===== src/rtl/ps02_result_fifo_if.sv =====
// ps02_result_fifo_if: ALU-side and consumer-side valid/ready handshake bundle for the result FIFO
interface ps02_result_fifo_if #(parameter int data_width = 32);
  logic                         in_valid;
  logic signed [data_width-1:0] R;
  logic                         flag;
  logic                         in_ready;
  logic                         out_valid;
  logic                         out_ready;
  logic signed [data_width-1:0] out_R;
  logic                         out_flag;
  modport master (output in_valid, R, flag, out_ready, input in_ready, out_valid, out_R, out_flag);
  modport slave (input in_valid, R, flag, out_ready, output in_ready, out_valid, out_R, out_flag);
endinterface


===== src/rtl/ps02_result_fifo.sv =====
// ps02_result_fifo: show-ahead {flag,R} FIFO with sticky drop flag; RESULT_FIFO_FLAG_CNT_EN adds a saturating flag=1 push counter
module ps02_result_fifo #(
  parameter int data_width = 32,
  parameter int depth_log2 = 3
) (
  input  logic                  clk,
  input  logic                  rst,
  ps02_result_fifo_if.slave     bus,
  output logic [depth_log2:0]   count,
  output logic                  overflow
`ifdef RESULT_FIFO_FLAG_CNT_EN
  ,
  output logic [15:0]           flag_cnt
`endif
);
  localparam int depth = 1 << depth_log2;
  localparam logic [depth_log2:0] full_cnt = {1'b1, {depth_log2{1'b0}}};
  logic [data_width:0]   mem [depth];
  logic [depth_log2-1:0] wr_ptr, rd_ptr;
  logic                  full, empty, push, pop;
  logic [data_width:0]   head;
  // handshake decoded from registered count only; head masked while empty
  always_comb begin
    full          = count == full_cnt;
    empty         = count == '0;
    bus.in_ready  = !full;
    bus.out_valid = !empty;
    push          = bus.in_valid & !full;
    pop           = !empty & bus.out_ready;
    head          = mem[rd_ptr];
    bus.out_R     = empty ? '0 : head[data_width-1:0];
    bus.out_flag  = empty ? 1'b0 : head[data_width];
  end
  // storage is deliberately left unreset
  always_ff @(posedge clk)
    if (push) mem[wr_ptr] <= {bus.flag, bus.R};
  // pointers, occupancy and sticky drop flag
  always_ff @(posedge clk or posedge rst)
    if (rst) begin
      wr_ptr   <= '0;
      rd_ptr   <= '0;
      count    <= '0;
      overflow <= 1'b0;
    end else begin
      if (push) wr_ptr <= wr_ptr + 1'b1;
      if (pop) rd_ptr <= rd_ptr + 1'b1;
      count    <= push & !pop ? count + 1'b1 : !push & pop ? count - 1'b1 : count;
      overflow <= overflow | (bus.in_valid & full);
    end
`ifdef RESULT_FIFO_FLAG_CNT_EN
  // saturating count of accepted pushes carrying flag=1
  always_ff @(posedge clk or posedge rst)
    if (rst) flag_cnt <= '0;
    else if (push & bus.flag & (flag_cnt != 16'hFFFF)) flag_cnt <= flag_cnt + 1'b1;
`endif
endmodule


===== src/flat_wrapper.sv =====
// flat-port wrapper written by rule: the top's interface ports become plain ports
module ps02_result_fifo_flat 
#(
  parameter int data_width = 32,
  parameter int depth_log2 = 3
)
  (clk, rst, count, overflow, bus_in_valid, bus_R, bus_flag, bus_out_ready, bus_in_ready, bus_out_valid, bus_out_R, bus_out_flag);
  ps02_result_fifo_if #(.data_width(data_width)) bus_i ();
  input  logic clk;
  input  logic rst;
  output logic [depth_log2:0] count;
  output logic overflow;
  input wire logic [$bits(bus_i.in_valid)-1:0] bus_in_valid;
  input wire logic [$bits(bus_i.R)-1:0] bus_R;
  input wire logic [$bits(bus_i.flag)-1:0] bus_flag;
  input wire logic [$bits(bus_i.out_ready)-1:0] bus_out_ready;
  output wire logic [$bits(bus_i.in_ready)-1:0] bus_in_ready;
  output wire logic [$bits(bus_i.out_valid)-1:0] bus_out_valid;
  output wire logic [$bits(bus_i.out_R)-1:0] bus_out_R;
  output wire logic [$bits(bus_i.out_flag)-1:0] bus_out_flag;
  assign bus_i.in_valid = bus_in_valid;
  assign bus_i.R = bus_R;
  assign bus_i.flag = bus_flag;
  assign bus_i.out_ready = bus_out_ready;
  assign bus_in_ready = bus_i.in_ready;
  assign bus_out_valid = bus_i.out_valid;
  assign bus_out_R = bus_i.out_R;
  assign bus_out_flag = bus_i.out_flag;
  ps02_result_fifo #(.data_width(data_width), .depth_log2(depth_log2)) u_core (.clk(clk), .rst(rst), .bus(bus_i), .count(count), .overflow(overflow));
endmodule

===== config.mk =====
export PLATFORM = sky130hd
export DESIGN_NAME = ps02_result_fifo_flat
export DESIGN_NICKNAME = d
export VERILOG_FILES = /design/src/rtl/ps02_result_fifo_if.sv /design/src/rtl/ps02_result_fifo.sv /design/src/flat_wrapper.sv
export SDC_FILE = /design/constraint.sdc
export NUM_CORES = 1
export LEC_CHECK = 0
export CAP_MARGIN = 20
export CORE_MARGIN = 4
export CORE_UTILIZATION = 50
export CTS_BUF_LIST = sky130_fd_sc_hd__clkbuf_4 sky130_fd_sc_hd__clkbuf_8
export DETAILED_ROUTE_END_ITERATION = 7
export HOLD_SLACK_MARGIN = 0.1
export PLACE_DENSITY = 0.81
export SYNTH_ARGS = -nofsm -noshare
export SYNTH_HDL_FRONTEND = slang
export SYNTH_SLANG_ARGS = --single-unit

===== constraint.sdc =====
create_clock -name clk -period 10.25 [get_ports clk]
set_input_delay 1.025 -clock clk [delete_from_list [all_inputs] [get_ports clk]]
set_output_delay 1.025 -clock clk [all_outputs]
set_load 0.02 [all_outputs]

Word-level counts from Yosys, hierarchy flattened
Memory sizes are Yosys's and may differ from the RTL's.
Cells that the tools add are included.
W data, S select, Z words.
{ "totals": {"register_bits": 11, "ram_bits": 264, "inputBits": 37, "out_inout_bits": 40, "word_cells": 28, "n_memories": 1} }
{ "mem_list": {"columns": ["name", "depth", "width", "read_ports", "rd_clocked_by_memory_dff", "wr", "line", "text"], "rows": [
  ["u_core.mem", 8, 33, 1, 0, 1, "ps02_result_fifo.sv:18", "logic [data_width:0] mem [depth];"]
]} }
{ "op_classes": {"addsub": 4, "n_eq_ne": 1, "mux": 6, "n_bitwise": 6, "reduce_logical": 6} }
{ "op_table": {"columns": ["op", "count"], "rows": [
  ["$mux W32", 1],
  ["$mux W4", 2],
  ["$add A3 B1 Y3 const B", 2],
  ["$and A1 B1 Y1", 5],
  ["$add A4 B1 Y4 const B", 1],
  ["$eq A4 B4 Y1 const B", 1],
  ["$logic_not A1 Y1", 4],
  ["$logic_not A4 Y1", 1],
  ["$sub A4 B1 Y4 const B", 1],
  ["$mux W1", 3],
  ["$reduce_bool A2 Y1", 1],
  ["$or A1 B1 Y1", 1]
]} }

Logic depth before layout (Yosys ltp)
Gate-level depths: netlist (run 1).
{ "logic_depth": {"ltp_word": 7, "depth_mapped": 10, "ltp_nobuf": 9} }

Worst setup path before layout (run 1)
OpenSTA, ideal clock, no wires.
{ "synth_path": {"path_kind": "register to register", "start": "register u_core.count[0]", "end": "memory u_core.mem[0][0] (netlist bit), enable pin", "setup_time_ps": 506, "arrival_time_ps": 4362, "required_time_ps": 9744, "path_slack_ps": 5382, "stages_incl_launch_ff": 5, "n_path_buf": 1, "period_less_slack_ps": 4868, "path_cell_list": "dfrtp_1 or4b_2 clkbuf_1 nand2_2 nor4_1"} }
{ "synth_between": {"elab_chain_len": 5} }
{ "synth_rtl": {"columns": ["element", "line", "text"], "rows": [
  ["start, declared", "ps02_result_fifo.sv:9", "output logic [depth_log2:0] count,"],
  ["start signal, assigned", "ps02_result_fifo.sv:47", "count <= push & !pop ? count + 1'b1 : !push & pop ? count - 1'b1 : count;"],
  ["$eq A4 B4 Y1", "ps02_result_fifo.sv:24", "full = count == full_cnt;"],
  ["$logic_not A1 Y1", null, null],
  ["net bus_in_ready", "flat_wrapper.sv:17", "output wire logic [$bits(bus_i.in_ready)-1:0] bus_in_ready;"],
  ["$and A1 B1 Y1", "ps02_result_fifo.sv:28", "push = bus.in_valid & !full;"],
  ["$mux W1", "ps02_result_fifo.sv:36", "if (push) mem[wr_ptr] <= {bus.flag, bus.R};"],
  ["$mux W1 (implied by the code)", "ps02_result_fifo.sv:36", null],
  ["end, declared", "ps02_result_fifo.sv:18", null]
]} }
The timed path passes the listed nets, and every way through them passes these cells.

Worst setup path in the final report (run 1)
{ "layout_path": {"start": "register u_core.rd_ptr[0]", "end": "output bus_out_R[11]"} }
{ "layout_between": {"elab_chain_len": 2} }
{ "layout_rtl": {"columns": ["element", "line", "text"], "rows": [
  ["start, declared", "ps02_result_fifo.sv:19", "logic [depth_log2-1:0] wr_ptr, rd_ptr;"],
  ["start signal, assigned", "ps02_result_fifo.sv:46", "if (pop) rd_ptr <= rd_ptr + 1'b1;"],
  ["$mem_v2 Z8 W33", null, null],
  ["$mux W32", "ps02_result_fifo.sv:31", "bus.out_R = empty ? '0 : head[data_width-1:0];"],
  ["end, declared", "flat_wrapper.sv:19", "output wire logic [$bits(bus_i.out_R)-1:0] bus_out_R;"]
]} }
Every way passes these cells.

==> impl_metrics.env, run 1 <==
export IMPL_cp_slowest_cell="dfrtp_4"
export IMPL_num_vias=5009
export IMPL_io_buffers=76
export IMPL_final_common_cell="edfxtp_1"
export IMPL_grt_pass1_wl_um=31200
export IMPL_min_path_cells=1
export IMPL_ys_flop_type="edfxtp_1"
export IMPL_start_kind="register"
export IMPL_avgSynthCellArea_um2=23.2
export IMPL_grtUsageTotal_pct=17.1
export IMPL_die_height_um=153
export IMPL_crit_fanout=31
export IMPL_cts_buffers=42
export IMPL_synth_seq_cells=275
export IMPL_area_growth_pct=17.9
export IMPL_power_density_mw_per_mm2=298
export IMPL_drive_gt1_share_pct=26.8
export IMPL_synthCells=454
export IMPL_synth_async_reset_ratio_pct=4.00
export IMPL_cts_setup_buffers=0
export IMPL_slowest_delay_ns=0.58
export IMPL_clkTransAtPathRegs_ns=0.06
export IMPL_tritoncts="built"
export IMPL_finalCritPeriodShare_pct=42.2
export IMPL_antenna_found_initial=0
export IMPL_fmax_mhz=231
export IMPL_setup_viol=0
export IMPL_nets=602
export IMPL_tns_ns=0
export IMPL_yosysWarnings=0
export IMPL_cts_resized=0
export IMPL_end_kind="primary output"
export IMPL_grt_pass1_vias=5457
export IMPL_tightest_slew_ns=1.06
export IMPL_place_congestion=0.733
export IMPL_critPathKind="register to primary output"
export IMPL_antenna_cells=0
export IMPL_clockRootBuffer="clkbuf_8"
export IMPL_detail_route_vias_per_cell=5.82
export IMPL_synth_enable_flop_cells=264
export IMPL_most_common_layout_cells="264 x edfxtp_1, 76 x clkdlybuf4s50_1, 66 x mux4_2"
export IMPL_synth_cell_types=33
export IMPL_die_w_um=153
export IMPL_clock_latency_ns=0.53
export IMPL_crit_arrival_ns=3.30
export IMPL_synth_seq_area_share_pct=77.8
export IMPL_rsz0062_at_grt="false"
export IMPL_status="completed"
export IMPL_fp_coreArea_mm2=0.0205
export IMPL_synth_nets=497
export IMPL_fin_util_pct=60.6
export IMPL_n_fill_cell=1371
export IMPL_ctsHtreeMaxLevel=2
export IMPL_crit_family="buffers and inverters"
export IMPL_cp_required_ns=9.23
export IMPL_drc_errors=0
export IMPL_maxSlewViolCount=0
export IMPL_min_period_ns=4.33
export IMPL_firstDrtPassIters=5
export IMPL_cts_max_path_buffers=3
export IMPL_vdd_ir_drop_worst_v=0.000232
export IMPL_grt_max_degree=57
export IMPL_grt_overflow_total=0
export IMPL_cp_num_buf_inv=3
export IMPL_total_leakage_power_nw=4.03
export IMPL_finClkSkew_ns=0.0135
export IMPL_wl_per_cell_um=23.5
export IMPL_r2r_start="u_core.count[0]"
export IMPL_rows=52
export IMPL_initial_core_util_pct=51.4
export IMPL_hold_end="u_core.overflow"
export IMPL_pin_count=77
export IMPL_reg2reg_depth=9
export IMPL_slew_headroom_pct=29.4
export IMPL_post_dp_hpwl_um=10500
export IMPL_die_area_mm2=0.0235
export IMPL_ctsHoldBuffers=0
export IMPL_clock_sinks=275
export IMPL_worstHoldPathType="register to register"
export IMPL_drt_initial_drc_count=548
export IMPL_rrSetupSlack_ns=7.23
export IMPL_hold_start="u_core.overflow"
export IMPL_timing_hold_violations_final=0
export IMPL_wl_um=20200
export IMPL_crit_path_cell_trace="buf_4 -> buf_16 -> mux4_2 -> a22o_1 -> clkdlybuf4s50_1"
export IMPL_drtAntennaViolNets=0
export IMPL_cap_viol_max_count=0
export IMPL_reg2reg_to="u_core.count[3]"
export IMPL_syn_area_mm2=0.0105
where the power goes:
part	switching, mW	internal, mW
combinational	0.674	0.660
clock	0.397	0.450
sequential	0.106	1.42
how the worst max path moves through the flow:
stage	start	end	slack (ns)	cells past startpoint
after global placement	u_core.rd_ptr[0]	bus_out_R[2]	6.23	4
after CTS	u_core.rd_ptr[0]	bus_out_R[25]	5.62	4
after detailed placement	u_core.rd_ptr[0]	bus_out_R[25]	6.20	4
after floorplan	u_core.count[0]	u_core.mem[0][0]	5.38	4
after global routing	u_core.rd_ptr[0]	bus_out_R[4]	5.66	5
final	u_core.rd_ptr[0]	bus_out_R[11]	5.92	5
registers in the layout, summed over array words and instances, names as in the netlist:
name             flops
u_core.mem         264
u_core.count         4
u_core.wr_ptr        3
u_core.rd_ptr        3
u_core.overflow      1
cells in the mapped netlist (all sizes together) (4+ instances only):
| master | count | area share, % |
|---|---|---|
| a22o | 33 | 2.7 |
| buf | 17 | 1.3 |
| clkbuf | 9 | 0.32 |
| dfrtp | 11 | 2.6 |
| edfxtp | 264 | 75 |
| ha | 5 | 0.59 |
| inv | 4 | 0.14 |
| mux4 | 66 | 14 |
| nand2 | 4 | 0.17 |
| nand3 | 4 | 0.19 |
| nor3 | 4 | 0.19 |
| xnor2 | 6 | 0.50 |
routing by layer:
layer  wire length (um)  share of wire [%]  global-route usage [%]  up-vias
met5                  0                  0                       0        -
met4                280                1.4                    4.12        0
met3               1450                7.2                    4.50       30
met2              10400                 51                    27.7      197
met1               8150                 40                    23.6     2632
li1                   -                  -                       -     2150
cell type report:
type | instances | area [um^2] | area share [%]
clock buffers | 53 | 661 | 5.32
clock inverters | 22 | 130 | 1.05
inverters | 4 | 15.0 | 0.121
multi-input cells | 149 | 2210 | 17.8
flip-flops and latches | 275 | 8210 | 66.0
well taps | 270 | 338 | 2.72
repair buffers | 87 | 863 | 6.95
cell families after synthesis:
| family | after synthesis | share of synthesized area, % |
|---|---|---|
| flip-flops | 275 | 77.8 |
| adder cells (fa/ha/maj) | 6 | 0.783 |
| buffers and inverters | 30 | 1.73 |
| AO/OA/AOI/OAI | 39 | 3.14 |
| multiplexers | 70 | 14.5 |
| AND/OR/NAND/NOR | 28 | 1.53 |
| XOR/XNOR | 6 | 0.498 |
worst register-to-register path: cells and delay by family, from the launching register on:
family / cells / cell delay, ns
flip-flops: 1 / 0.45
AO/OA/AOI/OAI: 1 / 0.13
buffers and inverters: 2 / 0.21
adder cells (fa/ha/maj): 2 / 0.55
AND/OR/NAND/NOR: 4 / 1.53
per-stage QoR:
step	area [um^2]	total power [mW]	std cells	setup slack, ns	hold slack (ns)
after CTS	12400	3.74	859	5.62	0.490
final	12400	3.71	860	5.92	0.491
after floorplan	10500	2.41	454	5.38	0.467
after global routing	12400	3.90	860	5.66	0.515
after detailed placement	11600	2.89	784	6.20	0.465
after global placement	11600	2.85	784	6.23	0.458
(Power assumes the default switching activity.)
==> inputs of run 2 (changes only) <==
--- a/config.mk
+++ b/config.mk
@@ -11,7 +11,7 @@
 export CTS_BUF_LIST = sky130_fd_sc_hd__clkbuf_4 sky130_fd_sc_hd__clkbuf_8
 export DETAILED_ROUTE_END_ITERATION = 7
 export HOLD_SLACK_MARGIN = 0.1
-export PLACE_DENSITY = 0.81
+export PLACE_DENSITY = 0.83
 export SYNTH_ARGS = -nofsm -noshare
 export SYNTH_HDL_FRONTEND = slang
 export SYNTH_SLANG_ARGS = --single-unit
==> constraint.sdc (replaced) <==
create_clock -name clk -period 3.6 [get_ports clk]
set_input_delay 0.36 -clock clk [delete_from_list [all_inputs] [get_ports clk]]
set_output_delay 0.36 -clock clk [all_outputs]
set_load 0.02 [all_outputs]
==> run 2 against run 1 <==
Against the previous run: via count decreased by 0.64%; utilization increased by 0.67 points; non-clock buffer count up 3; final area rose by 1.1%; power grew to 2.9 times the previous value; sequential power grew to 2.9 times the previous value; register-to-register slack worse by 6.7 ns; largest power group unchanged; highest routed layer unchanged.
==> impl_metrics.env, run 2 (synthesized netlist as in run 1, its figures left out) <==
export IMPL_pin_count=77
export IMPL_ctsHtreeMaxLevel=2
export IMPL_p_sw_share_pct=31.5
export IMPL_top_register="u_core.mem"
export IMPL_largest_reg_flops=264
export IMPL_cts_max_path_buffers=3
export IMPL_initial_core_util_pct=51.4
export IMPL_finalWorstSetupSlack_ns=0.199
export IMPL_clockRootBuffer="clkbuf_8"
export IMPL_regArea_mm2=0.00821
export IMPL_drc_errors=0
export IMPL_cts_resized=0
export IMPL_switching_power_mw=3.39
export IMPL_end_kind="primary output"
export IMPL_tightest_slew_ns=1.02
export IMPL_worstHoldPathType="primary input to asynchronous set/reset pin"
export IMPL_pwr_share_comb_pct=34.9
export IMPL_drive_gt1_share_pct=27.4
export IMPL_cap_viol_max_count=0
export IMPL_drt_initial_drc_count=384
export IMPL_start_kind="register"
export IMPL_ctsHoldBuffers=0
export IMPL_total_leakage_power_nw=4.09
export IMPL_die_w_um=153
export IMPL_antenna_found_initial=0
export IMPL_cts_setup_buffers=0
export IMPL_clock_power_share_pct=23.4
export IMPL_fmax_mhz=294
export IMPL_critPathKind="register to primary output"
export IMPL_area_growth_pct=19.2
export IMPL_n_fill_cell=1375
export IMPL_crit_arrival_ns=3.04
export IMPL_tritoncts="built"
export IMPL_post_dp_hpwl_um=11400
export IMPL_fp_coreArea_mm2=0.0205
export IMPL_dp_slack_ns=0.605
export IMPL_rows=52
export IMPL_status="completed"
export IMPL_final_common_cell="edfxtp_1"
export IMPL_rsz0062_at_grt="false"
export IMPL_multi_input_area_mm2=0.00223
export IMPL_p_int_mw=7.37
export IMPL_wl_um=20400
export IMPL_crit_fanout=33
export IMPL_reg_largest_list="u_core.mem x264, u_core.count x4"
export IMPL_io_buffers=76
export IMPL_antenna_cells=0
export IMPL_grtUsageTotal_pct=17.7
export IMPL_grt_pass1_wl_um=31900
export IMPL_clock_latency_ns=0.53
export IMPL_clock_sinks=275
export IMPL_setup_viol=0
export IMPL_cp_required_ns=3.24
export IMPL_seqPwrFrac_pct=41.7
export IMPL_detail_route_vias_per_cell=5.76
export IMPL_maxSlewViolCount=0
export IMPL_finalCritPeriodShare_pct=94.5
export IMPL_drtAntennaViolNets=0
export IMPL_most_common_layout_cells="264 x edfxtp_1, 76 x clkdlybuf4s50_1, 66 x mux4_2"
export IMPL_num_vias=4977
export IMPL_grt_overflow_total=0
export IMPL_place_congestion=0.803
export IMPL_grt_pass1_vias=5347
export IMPL_wl_per_cell_um=23.6
export IMPL_place_inst=788
export IMPL_cts_buffers=42
export IMPL_firstDrtPassIters=5
export IMPL_power_density_mw_per_mm2=856
export IMPL_die_area_mm2=0.0235
export IMPL_nets=605
export IMPL_timing_hold_violations_final=0
export IMPL_vdd_ir_drop_worst_v=0.000597
export IMPL_die_height_um=153
export IMPL_min_period_ns=3.40
export IMPL_finClkSkew_ns=0.0148
export IMPL_grt_max_degree=69
export IMPL_clkTransAtPathRegs_ns=0.06
export IMPL_fin_cells=864
export IMPL_slew_headroom_pct=31.7
[run 2: cell type report]
cell class / instances / share of cell area [%]
inverter: 4 / 0.119
tap: 270 / 2.69
timing repair buffer: 90 / 7.39
multi-input combinational: 149 / 17.7
clock inverter: 20 / 0.896
sequential: 275 / 65.3
clock buffer: 56 / 5.83
[run 2: power by group through the flow]
stage                     Combinational [mW]  Sequential, mW  Clock, mW
final                                   3.75            4.49       2.51
after global routing                    3.97            4.55       2.74
after CTS                               3.80            4.50       2.57
after detailed placement                3.78            4.56          0
after global placement                  3.73            4.51          0
after floorplan                         2.59            4.28          0
[run 2: path summary, 6_finish.rpt]
check / from / to / slack (ns) / depth (start not counted)
setup / recovery: u_core.count[0] / bus_out_R[30] / 0.20 / 5
hold / removal: rst / u_core.count[1] / 0.13 / 2
setup reg to reg: u_core.count[0] / u_core.count[3] / 0.56 / 9
hold reg to reg: u_core.overflow / u_core.overflow / 0.52 / 1
max in group asynchronous: rst / u_core.rd_ptr[1] / 3.13 / 2
min in group clk: bus_in_valid / u_core.overflow / 0.52 / 3
[run 2: critical path, stage by stage, from the launching register on]
cell and delay [ns]:
dfrtp_1 0.46, or4_1 0.68, nor2b_4 0.18, buf_4 0.30, a22o_1 0.30, clkdlybuf4s50_1 0.59
[run 2: metal layers]
metal | share of wire (%) | up-vias | global-route usage (%)
li1 | - | 2167 | -
met1 | 41 | 2613 | 23.9
met2 | 51 | 165 | 29.4
met3 | 6.7 | 32 | 4.47
met4 | 1.4 | 0 | 4.12
met5 | 0 | - | 0
[run 2: through the flow]
stage / instance area, um^2 / power, mW / hold WS, ns / setup TNS (ns) / utilization [%]
after floorplan: 10600 / 6.87 / 0.212 / -40.19 / -
after global placement: 11700 / 8.24 / 0.503 / 0 / 57.2
after detailed placement: 11700 / 8.34 / 0.494 / 0 / 57.2
after CTS: 12600 / 10.9 / 0.121 / 0 / 61.3
after global routing: 12600 / 11.3 / 0.148 / 0 / 61.3
final: 12600 / 10.8 / 0.128 / 0 / 61.3
==> inputs of run 3 (changes only) <==
--- a/config.mk
+++ b/config.mk
@@ -5,6 +5,7 @@
 export SDC_FILE = /design/constraint.sdc
 export NUM_CORES = 1
 export LEC_CHECK = 0
+export ABC_AREA = 1
 export CAP_MARGIN = 20
 export CORE_MARGIN = 4
 export CORE_UTILIZATION = 50
==> run 3 against run 2 <==
Against the previous run: non-clock buffer count grew 4; final cell count up 91%; flip-flop and latch count unchanged; combinational power is 27% higher; highest routed layer is now met5; final area is 12% higher.
==> impl_metrics.env, run 3 <==
export IMPL_status="completed"
export IMPL_crit_path_cell_trace="buf_4 -> nand3_1 -> nand3_1 -> nand2_1 -> nor2_1 -> clkdlybuf4s50_1"
export IMPL_synth_async_reset_ratio_pct=4.00
export IMPL_area_growth_pct=15.8
export IMPL_initial_core_util_pct=51.3
export IMPL_total_leakage_power_nw=6.32
export IMPL_die_w_um=164
export IMPL_tightest_slew_ns=0.772
export IMPL_clock_sinks=275
export IMPL_min_period_ns=3.27
export IMPL_setup_viol=0
export IMPL_rrSetupSlack_ns=1.03
export IMPL_die_area_mm2=0.0269
export IMPL_r2r_start="u_core.count[0]"
export IMPL_antenna_found_initial=1
export IMPL_detail_route_vias_per_cell=5.01
export IMPL_drtAntennaViolNets=0
export IMPL_fin_cells=1654
export IMPL_ctsHoldBuffers=0
export IMPL_cts_setup_buffers=0
export IMPL_cp_endpoint="bus_out_R[14]"
export IMPL_reg2reg_to="u_core.count[3]"
export IMPL_grt_pass1_vias=8133
export IMPL_drt_initial_drc_count=661
export IMPL_cap_viol_max_count=0
export IMPL_synth_enable_flop_cells=264
export IMPL_fp_coreArea_mm2=0.0238
export IMPL_post_dp_hpwl_um=14700
export IMPL_ys_flop_type="edfxtp_1"
export IMPL_yosysWarnings=0
export IMPL_tns_ns=0
export IMPL_fmax_mhz=306
export IMPL_largest_reg_flops=264
export IMPL_synth_common_cells="355 x nand2_1, 275 x inv_1, 264 x edfxtp_1, 168 x nand3_1, 77 x nor2_1"
export IMPL_cp_slowest_cell="dfrtp_2"
export IMPL_cp_num_buf_inv=2
export IMPL_synthTopCellsByArea="edfxtp_1 65%, nand2_1 11%, inv_1 8.5%"
export IMPL_synth_top_cell_by_area="edfxtp_1"
export IMPL_syn_area_mm2=0.0122
export IMPL_worstHoldPathType="primary input to asynchronous set/reset pin"
export IMPL_finClkSkew_ns=0.0289
export IMPL_slowest_delay_ns=0.87
export IMPL_startpoint="u_core.rd_ptr[1]"
export IMPL_power_density_mw_per_mm2=808
export IMPL_io_buffers=76
export IMPL_drive_gt1_share_pct=6.97
export IMPL_drc_errors=0
export IMPL_grt_overflow_total=0
export IMPL_synth_nets=1268
export IMPL_most_common_layout_cells="355 x nand2_1, 274 x inv_1, 264 x edfxtp_1"
export IMPL_tritoncts="built"
export IMPL_rows=56
export IMPL_crit_top_cell="nand3_1"
export IMPL_synthCells=1225
export IMPL_synth_cell_types=22
export IMPL_crit_family="buffers and inverters"
export IMPL_path_depth=6
export IMPL_synth_seq_area_share_pct=67.3
export IMPL_fin_util_pct=59.4
export IMPL_vdd_ir_drop_worst_v=0.000579
export IMPL_grtUsageTotal_pct=19.2
export IMPL_place_congestion=0.754
export IMPL_clockRootBuffer="clkbuf_8"
export IMPL_hold_ws_ns=0.135
export IMPL_start_kind="register"
export IMPL_timing_hold_violations_final=0
export IMPL_ctsHtreeMaxLevel=2
export IMPL_maxSlewViolCount=0
export IMPL_die_height_um=164
export IMPL_antenna_cells=0
export IMPL_firstDrtPassIters=4
export IMPL_final_common_cell="nand2_1"
export IMPL_wl_per_cell_um=15.5
export IMPL_grt_pass1_wl_um=40800
export IMPL_finalCritPeriodShare_pct=90.9
export IMPL_cts_resized=0
export IMPL_crit_arrival_ns=2.91
export IMPL_place_inst=1584
export IMPL_cp_required_ns=3.24
export IMPL_avgSynthCellArea_um2=9.95
export IMPL_reg_largest_list="u_core.mem x264, u_core.count x4"
export IMPL_grt_max_degree=134
export IMPL_crit_fanout=35
export IMPL_critPathKind="register to primary output"
export IMPL_rsz0062_at_grt="false"
export IMPL_reg2reg_depth=11
export IMPL_nets=1352
export IMPL_cts_max_path_buffers=3
export IMPL_cts_buffers=42
export IMPL_wl_um=25700
export IMPL_slew_headroom_pct=48.5
export IMPL_clock_latency_ns=0.54
export IMPL_synth_most_common_cell="nand2_1"
export IMPL_synth_top_area_share_pct=65.0
export IMPL_end_kind="primary output"
export IMPL_clkTransAtPathRegs_ns=0.06
export IMPL_top_register="u_core.mem"
export IMPL_pin_count=77
export IMPL_num_vias=8280
export IMPL_synth_seq_cells=275
==> run 3: changes by cell type after synthesis, moves of 4 or more <==
cell,delta
nand3_1,+164
nor2_1,+74
mux4_2,-66
nand2_1,+352
buf_2,+24
a22o_1,-33
nor3_1,-4
buf_4,+4
inv_1,+271
==> run 3: report_power, final <==
group | leakage (nW) | internal, mW | switching, mW | total (mW)
registers | 2.52 | 4.01 | 0.278 | 4.29
clock network | 0.399 | 1.23 | 1.10 | 2.34
logic | 3.40 | 1.77 | 3.01 | 4.78
==> run 3: metal layers <==
layer	routed length, um	global-route usage (%)	vias up
met5	7	0	-
met4	574	6.25	2
met3	1880	3.56	54
met2	13100	33.3	324
met1	10200	24.4	3901
li1	-	-	3999
==> run 3: layout make-up <==
class	instances	area (um^2)
multi-input cells	620	2700
clock buffers	57	691
well taps	319	399
clock inverters	13	56.3
repair buffers	94	1020
flip-flops and latches	275	8210
fillers	1824	9630
inverters	276	1040
==> run 3: worst min-delay path by stage <==
stage / slack (ns) / to / cells after the start / start
after CTS: 0.12 / u_core.rd_ptr[0] / 2 / rst
after floorplan: 0.21 / u_core.count[0] / 1 / rst
after global placement: 0.46 / u_core.overflow / 1 / u_core.overflow
after detailed placement: 0.48 / u_core.overflow / 1 / u_core.overflow
after global routing: 0.16 / u_core.rd_ptr[0] / 2 / rst
final: 0.13 / u_core.rd_ptr[2] / 2 / rst
==> run 3: cell families after synthesis <==
kind of cell	Yosys count	share of synthesized area, %
and+or+nand+nor	603	20.4
buffers and inverters	330	11.0
DFF	275	67.3
AOI/OAI and AO/OA	6	0.267
adders and majority gates	6	0.678
xor gates and xnor gates	5	0.359
==> run 3: metrics by stage <==
stage	power (mW)	cell area [um^2]	setup WS, ns
detailed placement	9.14	13400	0.899
global placement	9.00	13400	0.901
floorplan	7.35	12200	0.471
CTS	11.5	14100	0.312
global route	12.1	14100	0.190
finish	11.4	14100	0.328
